## config.mk

```make
export PLATFORM = sky130hd
export DESIGN_NAME = prog_ctr
export DESIGN_NICKNAME = d
export VERILOG_FILES = /design/src/rtl/prog_ctr.sv
export SDC_FILE = /design/constraint.sdc
export NUM_CORES = 1
export LEC_CHECK = 0
export ABC_AREA = 1
export CAP_MARGIN = 10
export CORE_ASPECT_RATIO = 0.5
export CORE_MARGIN = 4
export CORE_UTILIZATION = 51
export CTS_CLUSTER_DIAMETER = 30
export DETAILED_ROUTE_END_ITERATION = 6
export PLACE_DENSITY = 0.85
export SLEW_MARGIN = 5
export SYNTH_ARGS = -nofsm -noshare
export SYNTH_HDL_FRONTEND = slang
export SYNTH_SLANG_ARGS = --single-unit
export TNS_END_PERCENT = 5
```

## constraint.sdc

```tcl
create_clock -name clk_i -period 4.2 [get_ports clk_i]
set_input_delay 0.63 -clock clk_i [delete_from_list [all_inputs] [get_ports clk_i]]
set_output_delay 0.63 -clock clk_i [all_outputs]
set_load 0.005 [all_outputs]
```

## src/rtl/prog_ctr.sv

```systemverilog
// Program counter and fetch sequencer: IDLE (wait for start), RUN (fetching), DONE (halted).
// InstAddress drives a combinational ROM; next-PC controls come back decoded from that instruction.
module prog_ctr #(
    parameter int A  = 10,
    parameter int OW = 6,
    parameter int CW = 16
) (
    input  logic          clk_i,
    input  logic          reset_n_i,
    input  logic          start_i,
    input  logic [A-1:0]  start_addr_i,
    input  logic          stall_i,
    input  logic          halt_i,
    input  logic          jump_i,
    input  logic [A-1:0]  jump_target_i,
    input  logic          branch_rel_i,
    input  logic [OW-1:0] offset_i,
    output logic [A-1:0]  inst_address_o,
    output logic          running_o,
    output logic          done_o,
    output logic [CW-1:0] cycle_cnt_o
);

    typedef enum logic [1:0] {
        IDLE = 2'd0,
        RUN  = 2'd1,
        DONE = 2'd2
    } state_t;

    state_t        state_q;
    logic [A-1:0]  pc_q;
    logic [A-1:0]  pc_d;
    logic [CW-1:0] cnt_q;
    logic          running_q;
    logic          done_q;

    // Next PC for a non-stalled, non-halting RUN cycle; sums wrap modulo 2^A.
    always_comb begin
        pc_d = pc_q + A'(1);
        if (jump_i) begin
            pc_d = jump_target_i;
        end else if (branch_rel_i) begin
            pc_d = pc_q + {{(A-OW){offset_i[OW-1]}}, offset_i};
        end
    end

    always_ff @(posedge clk_i) begin
        if (!reset_n_i) begin
            state_q   <= IDLE;
            pc_q      <= '0;
            cnt_q     <= '0;
            running_q <= 1'b0;
            done_q    <= 1'b0;
        end else begin
            case (state_q)
                IDLE, DONE: begin
                    if (start_i) begin
                        state_q   <= RUN;
                        pc_q      <= start_addr_i;
                        cnt_q     <= '0;
                        running_q <= 1'b1;
                        done_q    <= 1'b0;
                    end
                end
                RUN: begin
                    if (cnt_q != {CW{1'b1}}) begin
                        cnt_q <= cnt_q + CW'(1);
                    end
                    if (stall_i) begin
                        pc_q <= pc_q;
                    end else if (halt_i) begin
                        state_q   <= DONE;
                        running_q <= 1'b0;
                        done_q    <= 1'b1;
                    end else begin
                        pc_q <= pc_d;
                    end
                end
                default: begin
                    state_q   <= IDLE;
                    running_q <= 1'b0;
                    done_q    <= 1'b0;
                end
            endcase
        end
    end

    assign inst_address_o = pc_q;
    assign running_o      = running_q;
    assign done_o         = done_q;
    assign cycle_cnt_o    = cnt_q;

endmodule

```

==> impl_metrics.ini <==
[status]
status = complete, no violations

[pwr]
p_clk_share_pct = 31.3
leakagePower_nw = 1.169
ir_drop_v = 0.0001694
seqPwrFrac_pct = 41.6
switching_share_pct = 30.14
p_comb_share_pct = 27.1
p_sw_mw = 0.2207
p_int_mw = 0.5114
power_density_mw_per_mm2 = 263.1
fin_total_pwr_mw = 0.7321

[logic_synthesis]
yosysTopAreaCell = dfxtp_1
synth.most_common_cell = nand2_1
synth_area_mm2 = 0.002073
ys_ff_latch = 29
synth.area.top_cells = dfxtp_1, nand2_1, a21oi_1
ys_warn_count = 0
ys_top_cells_by_count = nand2_1, a21oi_1, inv_1, nor2_1, dfxtp_1
synthFlopType = dfxtp_1
synth_cell_types = 39
synth_edf_count = 0
seq_area_frac_synth_pct = 28.00
syn_area_per_cell_um2 = 6.561
syn_inst = 316
synth_fp_nets = 356
async_reset_ff_share_pct = 0
synth_top_area_share_pct = 28.00

[cts]
post_cts_buffers = 0
cts_resized = 0
cts_tree = built
cts_made_buffers = 5
ctsHoldBuffers = 0
clkSinkCount = 29
root_buffer = clkbuf_8
clock_latency_ns = 0.27
h-tree-depth = 2
ctsLongestPathBuffers = 2
clk_pin_slew_ns = 0.06

[floorplanning]
fp.coreArea_mm2 = 0.003904
die_w_um = 98.17
die_area_mm2 = 0.005211
rows = 16
io_pins = 61
die_h_um = 53.09
start_util_pct = 53.11

[global_routing]
grt_first_pass_wirelength_um = 9466
grt_antenna_before_repair = 0
grt-ovfl-total = 0
grt.total_usage_pct = 22.23
grt_pass1_vias = 2190
grt_max_degree = 19

[sta]
slew-limit-headroom_pct = 63.80
worst_slack_ns = 1.531
worst_pin_slew_ns = 0.5424
fin_crit_ns = 2.669
tns_ns = 0
whs_ns = 0.5046
min_period_over_period_pct = 63.54
fin_skew_ns = 0.002100
hold_viol_final = 0
max_freq_mhz = 374.7
rsz0062_at_grt = false
setup_viol = 0
maxSlewViolCount = 0

[routing]
detail_route.first_pass.iterations = 6
wl_um = 5580
vias = 2295
wl_per_cell_um = 12.98
first_iter_violations = 129
route.detailed.drc = 0
viasPerCell = 5.337
ant_nets = 0

[place]
post-place-ws_ns = 1.280
routabilityCongestion = 0.8825
hpwl_um = 4348
io_buffers = 60

[layout]
seq_area_um2 = 580.6
multiInputGateArea_mm2 = 0.001299
final_util_pct = 71.28
syn_to_final_growth_pct = 34.22
finalNetCount = 416
drive_gt1_share_pct = 9.043
fill_cells = 334
diodes = 0

[worst_setup_path]
worstSetupPathType = primary input to flop
crit_path_cell_trace = clkdlybuf4s50_1, nand2_1, ha_1, fa_1, nand3_1, nand2_1, nand3_1, nand3_1, nand2_1, nand3_1, nand2_1, a21oi_1
cp_max_fo = 10
endpoint_kind = flop
required_ns = 4.36
crit_slowest_cell = clkdlybuf4s50_1
cp-start-kind = primary input
arrival_ns = 2.83
slowest_delay_ns = 0.72

[job]
maxCapViolCount = 0

[min_path]
hp-class = flop to flop
## metrics by stage
stage               cells  cell area (um^2)
global placement      423              2696
floorplan             316              2073
global route          430              2783
finish                430              2783
CTS                   430              2783
detailed placement    423              2696
## power groups by stage
stage               clock, mW  combinational [mW]  sequential [mW]
floorplan                   0               0.118            0.308
CTS                     0.234               0.198            0.304
finish                  0.229               0.199            0.305
global route            0.246               0.221            0.307
global placement            0               0.192            0.310
detailed placement          0               0.197            0.311
## critical path: cells and delay by family
kind / cells / cell delay, ns
AND/OR/NAND/NOR: 8 / 0.76
AO/OA/AOI/OAI: 1 / 0.07
buffers and inverters: 1 / 0.72
adder cells (fa/ha/maj): 2 / 0.65
## state kept, by name, summed over array words and instances (netlist names)
register,count
cycle_cnt_o,16
inst_address_o,10
running_o,1
state_q,2
## logic make-up after synthesis
group	Yosys count	share of synthesized area [%]
flip-flops	29	28.00
buffers and inverters	46	9.354
adder cells (fa/ha/maj)	7	4.587
AO/OA/AOI/OAI	70	19.07
XOR/XNOR	6	2.535
AND/OR/NAND/NOR	158	36.45
## layer usage
layer | global-route usage, % | routed length (um)
met2 | 40.99 | 2752
met1 | 27.24 | 2499
met5 | 0 | 0
met4 | 7.029 | 45
met3 | 3.421 | 282
## layout by cell type (no fill, tap or decap), drive strengths merged, types with 2 or more instances in the layout
cell type      count
o211ai             3
xor2               5
nand2             74
o21bai             2
nand3             28
a31oi              2
nor3               7
a31o               2
o21ai             22
dfxtp             29
clkbuf             7
nor2              36
a21o               2
a21oi             36
ha                 6
clkdlybuf4s50     60
inv               38
nand4             11
## cell type report
cell class	instances	share of cell area, %
Clock buffer	7	3.103
Inverter	39	5.351
Multi-Input combinational cell	241	46.67
Sequential cell	29	20.86
Tap cell	54	2.428
Timing Repair Buffer	60	21.58
## path summary, 6_finish.rpt
check | start | to | slack (ns) | depth (start not counted)
max | branch_rel_i | inst_address_o[8]$_SDFFE_PN0P_ | 1.53 | 12
min | running_o$_SDFFE_PN0P_ | running_o$_SDFFE_PN0P_ | 0.50 | 2
max reg2reg | state_q[0]$_SDFFE_PN0P_ | inst_address_o[8]$_SDFFE_PN0P_ | 2.20 | 9
min reg2reg | running_o$_SDFFE_PN0P_ | running_o$_SDFFE_PN0P_ | 0.50 | 2
(Power assumes the default switching activity.)
